<file path="src/rtl/cache_controller.sv">
// Sequencing controller for a direct-mapped, 32-entry, one-word-per-block cache array
// sitting between the core data port and a multi-cycle main memory.
module cache_controller #(
    parameter  int unsigned CNT_W   = 16,
    localparam int unsigned DATA_W  = 32,
    localparam int unsigned ADDR_W  = 10,
    localparam int unsigned IDX_W   = 5,
    localparam int unsigned TAG_W   = 3,
    localparam int unsigned OFF_W   = 2,
    localparam int unsigned WADDR_W = 8
) (
    input  logic               CLK,
    input  logic               RST,
    input  logic               cpu_req,
    input  logic               cpu_we,
    input  logic [ADDR_W-1:0]  cpu_addr,
    input  logic [DATA_W-1:0]  cpu_wdata,
    output logic [DATA_W-1:0]  cpu_rdata,
    output logic               cpu_done,
    output logic               busy,
    input  logic               stat_clr,
    output logic [CNT_W-1:0]   hit_cnt,
    output logic [CNT_W-1:0]   miss_cnt,
    output logic [DATA_W-1:0]  cache_data_in,
    output logic [IDX_W-1:0]   cache_block_num,
    output logic [OFF_W-1:0]   cache_byte_offset,
    output logic [TAG_W-1:0]   cache_in_tag,
    output logic               cache_in_valid,
    output logic               cache_WE,
    input  logic [DATA_W-1:0]  cache_data_out,
    input  logic [TAG_W-1:0]   cache_out_tag,
    input  logic               cache_out_valid,
    output logic               mem_req,
    output logic               mem_we,
    output logic [WADDR_W-1:0] mem_addr,
    output logic [DATA_W-1:0]  mem_wdata,
    input  logic [DATA_W-1:0]  mem_rdata,
    input  logic               mem_ack
);

    typedef enum logic [2:0] {
        S_IDLE    = 3'd0,
        S_COMPARE = 3'd1,
        S_MEM_RD  = 3'd2,
        S_FILL    = 3'd3,
        S_MEM_WR  = 3'd4
    } state_t;

    state_t              state_q, state_d;
    logic                we_q;
    logic [ADDR_W-1:0]   addr_q;
    logic [DATA_W-1:0]   wdata_q;
    logic [DATA_W-1:0]   fill_q;

    logic                hit_c;
    logic                accept_c;
    logic                done_c;
    logic                rd_hit_c;
    logic                rd_fill_c;
    logic                fill_cap_c;
    logic                hit_inc_c;
    logic                miss_inc_c;
    logic                cache_we_c;
    logic                mem_req_c;
    logic                mem_we_c;
    logic [DATA_W-1:0]   cache_din_c;

    assign hit_c = cache_out_valid && (cache_out_tag == addr_q[ADDR_W-1 -: TAG_W]);

    always_ff @(posedge CLK or negedge RST) begin
        if (!RST) state_q <= S_IDLE;
        else      state_q <= state_d;
    end

    // Next state plus the strobes that the array/memory see directly from the state.
    always_comb begin
        state_d     = state_q;
        accept_c    = 1'b0;
        done_c      = 1'b0;
        rd_hit_c    = 1'b0;
        rd_fill_c   = 1'b0;
        fill_cap_c  = 1'b0;
        hit_inc_c   = 1'b0;
        miss_inc_c  = 1'b0;
        cache_we_c  = 1'b0;
        cache_din_c = wdata_q;
        mem_req_c   = 1'b0;
        mem_we_c    = 1'b0;
        case (state_q)
            S_IDLE: begin
                if (cpu_req) begin
                    accept_c = 1'b1;
                    state_d  = S_COMPARE;
                end
            end
            S_COMPARE: begin
                hit_inc_c  = hit_c;
                miss_inc_c = !hit_c;
                if (we_q) begin
                    cache_we_c = 1'b1;
                    state_d    = S_MEM_WR;
                end else if (hit_c) begin
                    rd_hit_c = 1'b1;
                    done_c   = 1'b1;
                    state_d  = S_IDLE;
                end else begin
                    state_d = S_MEM_RD;
                end
            end
            S_MEM_RD: begin
                mem_req_c = 1'b1;
                if (mem_ack) begin
                    fill_cap_c = 1'b1;
                    state_d    = S_FILL;
                end
            end
            S_FILL: begin
                cache_we_c  = 1'b1;
                cache_din_c = fill_q;
                rd_fill_c   = 1'b1;
                done_c      = 1'b1;
                state_d     = S_IDLE;
            end
            S_MEM_WR: begin
                mem_req_c = 1'b1;
                mem_we_c  = 1'b1;
                if (mem_ack) begin
                    done_c  = 1'b1;
                    state_d = S_IDLE;
                end
            end
            default: state_d = S_IDLE;
        endcase
    end

    // Request latch, fill buffer and core-side response registers.
    always_ff @(posedge CLK or negedge RST) begin
        if (!RST) begin
            we_q      <= 1'b0;
            addr_q    <= '0;
            wdata_q   <= '0;
            fill_q    <= '0;
            cpu_rdata <= '0;
            cpu_done  <= 1'b0;
        end else begin
            cpu_done <= done_c;
            if (accept_c) begin
                we_q    <= cpu_we;
                addr_q  <= cpu_addr;
                wdata_q <= cpu_wdata;
            end
            if (fill_cap_c) fill_q <= mem_rdata;
            if (rd_hit_c)        cpu_rdata <= cache_data_out;
            else if (rd_fill_c)  cpu_rdata <= fill_q;
        end
    end

    // Saturating statistics; a clear beats a same-cycle increment.
    always_ff @(posedge CLK or negedge RST) begin
        if (!RST) begin
            hit_cnt  <= '0;
            miss_cnt <= '0;
        end else if (stat_clr) begin
            hit_cnt  <= '0;
            miss_cnt <= '0;
        end else begin
            if (hit_inc_c  && (hit_cnt  != '1)) hit_cnt  <= hit_cnt  + CNT_W'(1);
            if (miss_inc_c && (miss_cnt != '1)) miss_cnt <= miss_cnt + CNT_W'(1);
        end
    end

    assign busy              = (state_q != S_IDLE);
    assign cache_block_num   = addr_q[OFF_W +: IDX_W];
    assign cache_in_tag      = addr_q[ADDR_W-1 -: TAG_W];
    assign cache_byte_offset = addr_q[OFF_W-1:0];
    assign cache_data_in     = cache_din_c;
    assign cache_WE          = cache_we_c;
    assign cache_in_valid    = cache_we_c;
    assign mem_req           = mem_req_c;
    assign mem_we            = mem_we_c;
    assign mem_addr          = addr_q[ADDR_W-1:OFF_W];
    assign mem_wdata         = wdata_q;

endmodule

</file>
<file path="config.mk">
export PLATFORM = sky130hd
export DESIGN_NAME = cache_controller
export DESIGN_NICKNAME = d
export VERILOG_FILES = /design/src/rtl/cache_controller.sv
export SDC_FILE = /design/constraint.sdc
export NUM_CORES = 1
export LEC_CHECK = 0
export ABC_AREA = 1
export BUFFER_PORTS_ARGS = -buffer_cell sky130_fd_sc_hd__buf_4
export CORE_MARGIN = 2
export CORE_UTILIZATION = 50
export DETAILED_ROUTE_END_ITERATION = 8
export GPL_ROUTABILITY_DRIVEN = 0
export PLACE_DENSITY_LB_ADDON = 0.15
export SLEW_MARGIN = 20
export SYNTH_ARGS = -nofsm -noshare
export SYNTH_HDL_FRONTEND = slang
export SYNTH_SLANG_ARGS = --single-unit
</file>
<file path="constraint.sdc">
create_clock -name CLK -period 3.31 [get_ports CLK]
set_clock_uncertainty 0.2 [all_clocks]
set_input_delay 0.4965 -clock CLK [delete_from_list [all_inputs] [get_ports CLK]]
set_output_delay 0.4965 -clock CLK [all_outputs]
set_load 0.01 [all_outputs]
</file>
* After elaboration in Yosys (flattened, before gate mapping) *
Index checks and enable logic that the tools add are counted.

storage, ports and cells
  flip-flop bits (word level) = 143
  bits in latches = 0
  memory bits (writable) = 0
  bits in read-only memories = 0
  input bits = 116
  memories = 0

cells by class
  add/subtract/negate cells = 2
  multipliers = 0
  divide/modulo/power cells = 0
  magnitude comparators = 0
  equal/unequal tests = 10
  shift-type cells = 0
  muxes and demuxes = 28
  bitwise operators = 0
  reductions and logical operators = 11

operators by type and width
  operator                 number
  $mux W32                 3
  $mux W16                 4
  $add A16 B1 Y16 const B  2
  $ne A16 B16 Y1 const B   2
  $mux W1                  13
  $mux W3                  4
  $pmux W3 S4              1
  $eq A3 B2 Y1 const B     2
  $ne A2 B2 Y1 const B     3
  $reduce_bool A2 Y1       3
  $eq A3 B1 Y1 const B     1
  $eq A3 B3 Y1             1
  $eq A3 B3 Y1 const B     1
  $logic_and A1 B1 Y1      3
  $logic_not A3 Y1         1
  $pmux W1 S3              1
  $reduce_and A3 Y1        1
  $reduce_bool A3 Y1       1
  $mux W2                  1
  $pmux W1 S2              1
  $reduce_or A2 Y1         1
  $logic_not A1 Y1         1

* Longest topological paths before layout *
Gate-level depths: netlist of run 1.

  word-level depth = 7
  mapped depth = 12
  gate-level depth less buffers = 10

* Least setup slack after synthesis of run 1 *
Ideal clock, no wire load.

  kind = register to output
  start = register state_q[1]
  end = output port cache_in_valid
  arrival = 1.414 ns
  required time = 2.613 ns
  setup slack = 1.199 ns
  cell stages (with the launch flop) = 8
  buffers on the path = 3
  cells stage by stage = dfrtp_1 -> inv_1 -> nor2_2 -> inv_1 -> clkbuf_1 -> buf_2 -> nand2_1 -> buf_4

between the ends
  longest elaborated chain between the ends = 2
  elaborated cells between the ends (all ways) = 3
  classes of those cells = 2 x eq/ne; 1 x mux

ends and longest elaborated chain
  what                                          RTL line  text
  start, declared                               49        state_t state_q, state_d;
  start signal, assigned                        72        else state_q <= state_d;
  $eq A3 B2 Y1 or $eq A3 B1 Y1 (tied branches)  89        case (state_q)
  $pmux W1 S2 *                                 89
  end, declared                                 28        output logic cache_in_valid,

Every way passes the cells marked *; elsewhere a longest branch is shown, timed or not.

* Worst setup path in the final report of run 1 *
  start = register state_q[1]
  end = output port cache_data_in[3]

between the ends
  longest elaborated chain between the ends = 2

ends and longest elaborated chain
  what           RTL line  text
  $eq A3 B2 Y1   89
  $mux W32       89
  end, declared  24        output logic [DATA_W-1:0] cache_data_in,

No other way between the ends.

==> metrics, run 1 <==
synthesis-to-layout area growth 37.05%; initial antenna violation count 0; Iteration-0 DRC Markers 433; Syn Nets 970; Seq pwr share 0.343; Worst EP required 2.61 ns; final setup TNS 0 ns; post-route insts no fill 1298; sw frac 0.3439; Hold Crit Class in -> reg; worst skew pair latency 0.42 ns; sw power 2.917 mW; pre-CTS WS 0.9549 ns; Pleak 5.256 nW; CTS Sinks 143; CP Launch Type flip-flop; Post-CTS Resized 0; most frequent cells in the layout 310 x nand2_1, 275 x buf_4, 143 x dfrtp_1; fin crit share 0.7839; top post-synthesis cells by area dfrtp_1 49%, nand2_1 16%, mux2_2 11%, nand3_1 6.2%, nand3b_1 4.3%; n_diodes 0; Post-DP Area 9392 um^2; Final Cell Area 10030 um^2; unrepaired setup endpoints after global routing false; Ports 268; Final setup viols 0; Critical Path Sink Type output port; crit-path max cell delay 0.43 ns; PnR worst setup slack 0.7152 ns; yosys warns 0; fmax 0.3854 GHz; Yosys cell types 29; DIE AREA 15630 um^2; crit path time final 2.595 ns; DRC violations left 0; htree depth 4; outcome finished clean; arrival time worst endpoint 1.90 ns; Layout Utilization 0.6956; total power draw 8.482 mW; syn avg cell area 8.592 um^2; Clock transition at path regs 0.06 ns; number of port buffers 267; Inst Count DP 1265; Crit-path slowest cell dfrtp_1; post-synth top area cell dfrtp_1; Netlist Area Pre-Place 7321 um^2; vias per inst 5.217; CTS Buf Count 17; vias post-DR 6772; cell family with most CP delay buffers and inverters; initial core utilization 0.5075; PD cells 845.3 nW/um^2; clock share of power 0.241; most common cell after layout, fill and taps aside nand2_1; clock tree buffer depth 2; total of max-cap violations 0; die height 125 um; Final Hold Vio Count 0; DRT antenna net count 0; First-pass DRT Iterations 5; WP buf/inv 3; Combinational Power Share 0.416; layout cells sized above 1 0.3564; critical path type reg -> out; drt wl/cell 16.26 um; worst path cell trace inv_1, nor2_2, buf_4, nand2_1, nand2_1, buf_4; TritonCTS clock tree done; vias in the first global route 6328; Max VDD drop 0.3688 mV; Yosys reg bits 143; actual slew at the worst max-slew pin 0.6800 ns; first-pass GRT wire length 33520 um; gr usage total 0.2680; top-area cell type share of the netlist area 0.4888; die extent in x 125 um; nets 1219; Core Rows 44; Slew Viols, Final 0; postcts setup bufs 0; cells after synthesis 852; Rel. slew slack 0.5462; DP HPWL 15130 um; largest net degree at the start of global routing 66; CP Max Fanout 32; Root Buffer clkbuf_16; Fin Hold WS 0.1071 ns; sequential area share after synthesis 0.4888; Post-Route WL 21110 um; total grt overflow 0; core region area 14420 um^2; cell internal pwr 5.565 mW
[synth_stat cells (all sizes together)]
master,count
clkbuf,10
nand3b,42
o211ai,1
nor3,5
nand3,93
o21bai,2
nand2,312
buf,39
inv,33
nand4,9
clkinv,1
mux2,72
a21oi,3
a2111oi,1
ha,2
o21ai,2
nor2,68
xnor2,2
xor2,11
dfrtp,143
nor3b,1
[area by class of cell]
type	count	area, um^2
fill	1200	4390
sequential	143	3578
clock inverter	11	161.4
clock buffer	21	470.5
inverter	34	127.6
timing repair buffer	279	2126
multi-input combinational	626	3339
tap	184	230.2
[routing by layer]
layer | global-route usage | vias up | wire length [um]
met5 | 0 | - | 0
met4 | 0.06732 | 0 | 320
met3 | 0.06033 | 26 | 1399
met2 | 0.4386 | 246 | 10370
met1 | 0.3652 | 3236 | 9017
li1 | - | 3264 | -
[final timing paths]
kind / start / to / slack, ns / cells after the start
worst max-delay path: state_q[1]$_DFFE_PN0P_ / cache_data_in[3] / 0.72 / 6
worst min-delay path: cpu_addr[6] / addr_q[6]$_DFFE_PN0P_ / 0.11 / 2
worst max register to register: state_q[0]$_DFFE_PN0P_ / mem_wdata[5]$_DFFE_PN0P_ / 0.98 / 4
worst min register to register: state_q[2]$_DFFE_PN0P_ / state_q[0]$_DFFE_PN0P_ / 0.29 / 1
max in group asynchronous: RST / fill_q[12]$_DFFE_PN0P_ / 1.75 / 3
min in group asynchronous: RST / cpu_rdata[16]$_DFFE_PN0P_ / 0.38 / 2
[power by group through the flow]
stage / logic (mW) / registers, mW / clock network (mW)
floorplan: 1.68 / 3.05 / 0
CTS: 3.57 / 2.90 / 2.08
global placement: 3.50 / 2.90 / 0
finish: 3.53 / 2.91 / 2.04
global route: 3.82 / 3.00 / 2.17
detailed placement: 3.55 / 2.93 / 0
[what timing repair did]
action                                 CTS  global route
endpoints found under the hold margin   52             0
hold buffers                             1             0
setup endpoints to repair                0             0
[state kept, by name, indices dropped and copies added, names as in the netlist]
name	flops
addr_q	10
cpu_done	1
cpu_rdata	32
fill_q	32
hit_cnt	16
mem_wdata	32
miss_cnt	16
state_q	3
we_q	1
[cell families (layout without fill, tap and decap cells)]
| group | after synthesis | in the layout | synth area share |
|---|---|---|---|
| AOI/OAI and AO/OA | 9 | 9 | 0.007690 |
| xor gates and xnor gates | 13 | 13 | 0.01555 |
| adders and majority gates | 2 | 2 | 0.003418 |
| buffers and inverters | 83 | 345 | 0.05503 |
| DFF | 143 | 143 | 0.4888 |
| muxes | 72 | 72 | 0.1108 |
| and+or+nand+nor | 530 | 530 | 0.3187 |
Note: power is estimated with default switching activity, not from simulation.
==> run 2: changes to the inputs <==
--- a/config.mk
+++ b/config.mk
@@ -8,7 +8,7 @@
 export ABC_AREA = 1
 export BUFFER_PORTS_ARGS = -buffer_cell sky130_fd_sc_hd__buf_4
 export CORE_MARGIN = 2
-export CORE_UTILIZATION = 50
+export CORE_UTILIZATION = 45
 export DETAILED_ROUTE_END_ITERATION = 8
 export GPL_ROUTABILITY_DRIVEN = 0
 export PLACE_DENSITY_LB_ADDON = 0.15
==> constraint.sdc (replaced) <==
create_clock -name CLK -period 2.1 [get_ports CLK]
set_clock_uncertainty 0.2 [all_clocks]
set_input_delay 0.315 -clock CLK [delete_from_list [all_inputs] [get_ports CLK]]
set_output_delay 0.315 -clock CLK [all_outputs]
set_load 0.01 [all_outputs]
==> metrics, run 2 (synthesis results as in run 1) <==
First-pass DRT Iterations 5 (unchanged); PnR worst setup slack -0.1486 ns (-0.8637 ns); most frequent CP cell nand2_1; most frequent cells in the layout 287 x buf_4, 279 x nand2_1, 141 x dfrtp_1; drt wl/cell 17.83 um (+9.7%); WP buf/inv 5 (+2); total grt overflow 0 (unchanged); gr usage total 0.2895 (+0.02146); actual slew at the worst max-slew pin 0.4766 ns (-0.2034 ns); Hold Crit Class in -> reg; TritonCTS clock tree done; Max VDD drop 0.6088 mV (+65%); Final setup viols 34 (+34); Sequential Area 3581 um^2 (about the same); clock tree buffer depth 2 (unchanged); DRT antenna net count 0 (unchanged); die height 131.5 um (+5.2%); Slew Viols, Final 0 (unchanged); htree depth 4 (unchanged); critical path type reg -> out; largest net degree at the start of global routing 66 (unchanged); vias in the first global route 7606 (+20%); synthesis-to-layout area growth 61.77%; DRC violations left 0 (unchanged); CP startpoint state_q[2]$_DFFE_PN0P_; Iteration-0 DRC Markers 518 (+20%); most common cell after layout, fill and taps aside buf_4; Root Buffer clkbuf_16; vias post-DR 7718 (+14%); initial core utilization 0.4609 (-0.04669); layout cells sized above 1 0.3759 (+0.01952); PD cells 1224 nW/um^2 (+45%); number of port buffers 267 (unchanged); Fillers 1145 (-4.6%); Multi-input gate area 3510 um^2 (+5.1%); worst skew pair latency 0.42 ns (about the same); first-pass GRT wire length 39920 um (+19%); CP Max Fanout 7 (-78%); Clock transition at path regs 0.06 ns (about the same); crit-path max cell delay 0.38 ns (-0.05 ns); crit path time final 2.249 ns; Ports 268 (unchanged); worst path cell trace inv_2, nand2_4, nor2_4, buf_12, inv_8, clkbuf_16, nand2_1, nand2_1, buf_4; failing checks negative setup slack; initial antenna violation count 2 (+2); total of max-cap violations 0 (unchanged); Final Cell Area 11840 um^2 (+18%); fmax 0.4447 GHz; Post-DP Area 9674 um^2 (+3.0%); Worst EP required 1.58 ns (-1.03 ns); Critical Path Sink Type output port; CTS Sinks 143 (unchanged); Rel. slew slack 0.6823 (+0.1361); pre-CTS WS 0.1059 ns (-0.8490 ns); vias per inst 5.218 (about the same); Final Hold Vio Count 0 (unchanged); die extent in x 131.5 um (+5.2%); unrepaired setup endpoints after global routing true; DP HPWL 15650 um (+3.5%); CP Launch Type flip-flop; Pleak 6.034 nW (+15%); DIE AREA 17300 um^2 (+11%); nets 1366 (+12%); fin crit share 1.071; total power draw 14.49 mW (+71%); Post-Route WL 26380 um (+25%); arrival time worst endpoint 1.73 ns (-0.17 ns); Core Rows 46 (+4.5%); min-delay src cpu_req; core region area 15890 um^2 (+10%); worst r2r src miss_cnt[0]$_DFFE_PN0P_; cell family with most CP delay buffers and inverters; CTS Buf Count 17 (unchanged); Crit-path slowest cell dfrtp_1; outcome finished with violations
run 2: final cells by class:
type / count / share of cell area
Clock buffer: 21 / 0.03888
Timing Repair Buffer: 426 / 0.3160
Antenna cell: 2 / 0.0004226
Sequential cell: 143 / 0.3024
Inverter: 34 / 0.01141
Clock inverter: 11 / 0.01173
Multi-Input combinational cell: 626 / 0.2964
Tap cell: 216 / 0.02282
run 2: worst reg2reg max path, cell delays in order, from the launching register on:
cell and delay [ns]:
dfrtp_1 0.42, ha_1 0.22, nand2_1 0.09, nor2_2 0.10, nand2_1 0.09, inv_1 0.08
nand2_1 0.08, nand3_2 0.07, nand2_1 0.24, nand2_1 0.15, nand2_1 0.05
run 2: metrics by stage:
step | setup TNS [ns] | util | hold WS (ns) | std cells
2_1_floorplan | 0 | - | -0.1806 | 852
3_3_place_gp | 0 | 0.6090 | 0.08881 | 1318
3_5_place_dp | 0 | 0.6090 | 0.08677 | 1318
4_1_cts | -2.531 | 0.7235 | 0.00001676 | 1464
5_1_grt | -5.517 | 0.7455 | 0.04224 | 1479
6_report | -2.780 | 0.7455 | 0.01008 | 1479
run 2: what timing repair did:
item,4_1_cts,5_1_grt
endpoints found under the hold margin,149,0
pin swaps,0,10
gates resized for setup,27,51
cloned,2,3
setup buffers,5,10
hold buffers,107,0
endpoints found under the setup margin,34,51
run 2: report_power, final:
group / leakage [nW] / internal [mW] / switching (mW) / total (mW)
sequential: 1.78 / 3.85 / 0.825 / 4.68
clock: 0.293 / 1.92 / 1.15 / 3.07
combinational: 3.96 / 3.48 / 3.26 / 6.74
total: 6.03 / 9.25 / 5.24 / 14.5
run 2: path summary, 6_finish.rpt:
kind                                                   to  slack [ns]  depth (start not counted)
worst max register to register   miss_cnt[11]$_DFFE_PN0P_        0.20                         10
worst min register to register     fill_q[14]$_DFFE_PN0P_        0.30                          1
max in group asynchronous       mem_wdata[27]$_DFFE_PN0P_        0.87                          3
worst min-delay path               state_q[0]$_DFFE_PN0P_        0.01                          3
worst max-delay path                    cache_data_in[26]       -0.15                          9
min in group asynchronous        mem_wdata[3]$_DFFE_PN0P_        0.21                          2
run 2: per-layer routing:
layer  global-route usage  wire length [um]
met5                    0                 0
met4               0.1298              1081
met3              0.06250              1966
met2               0.4924             13280
met1               0.3529             10040
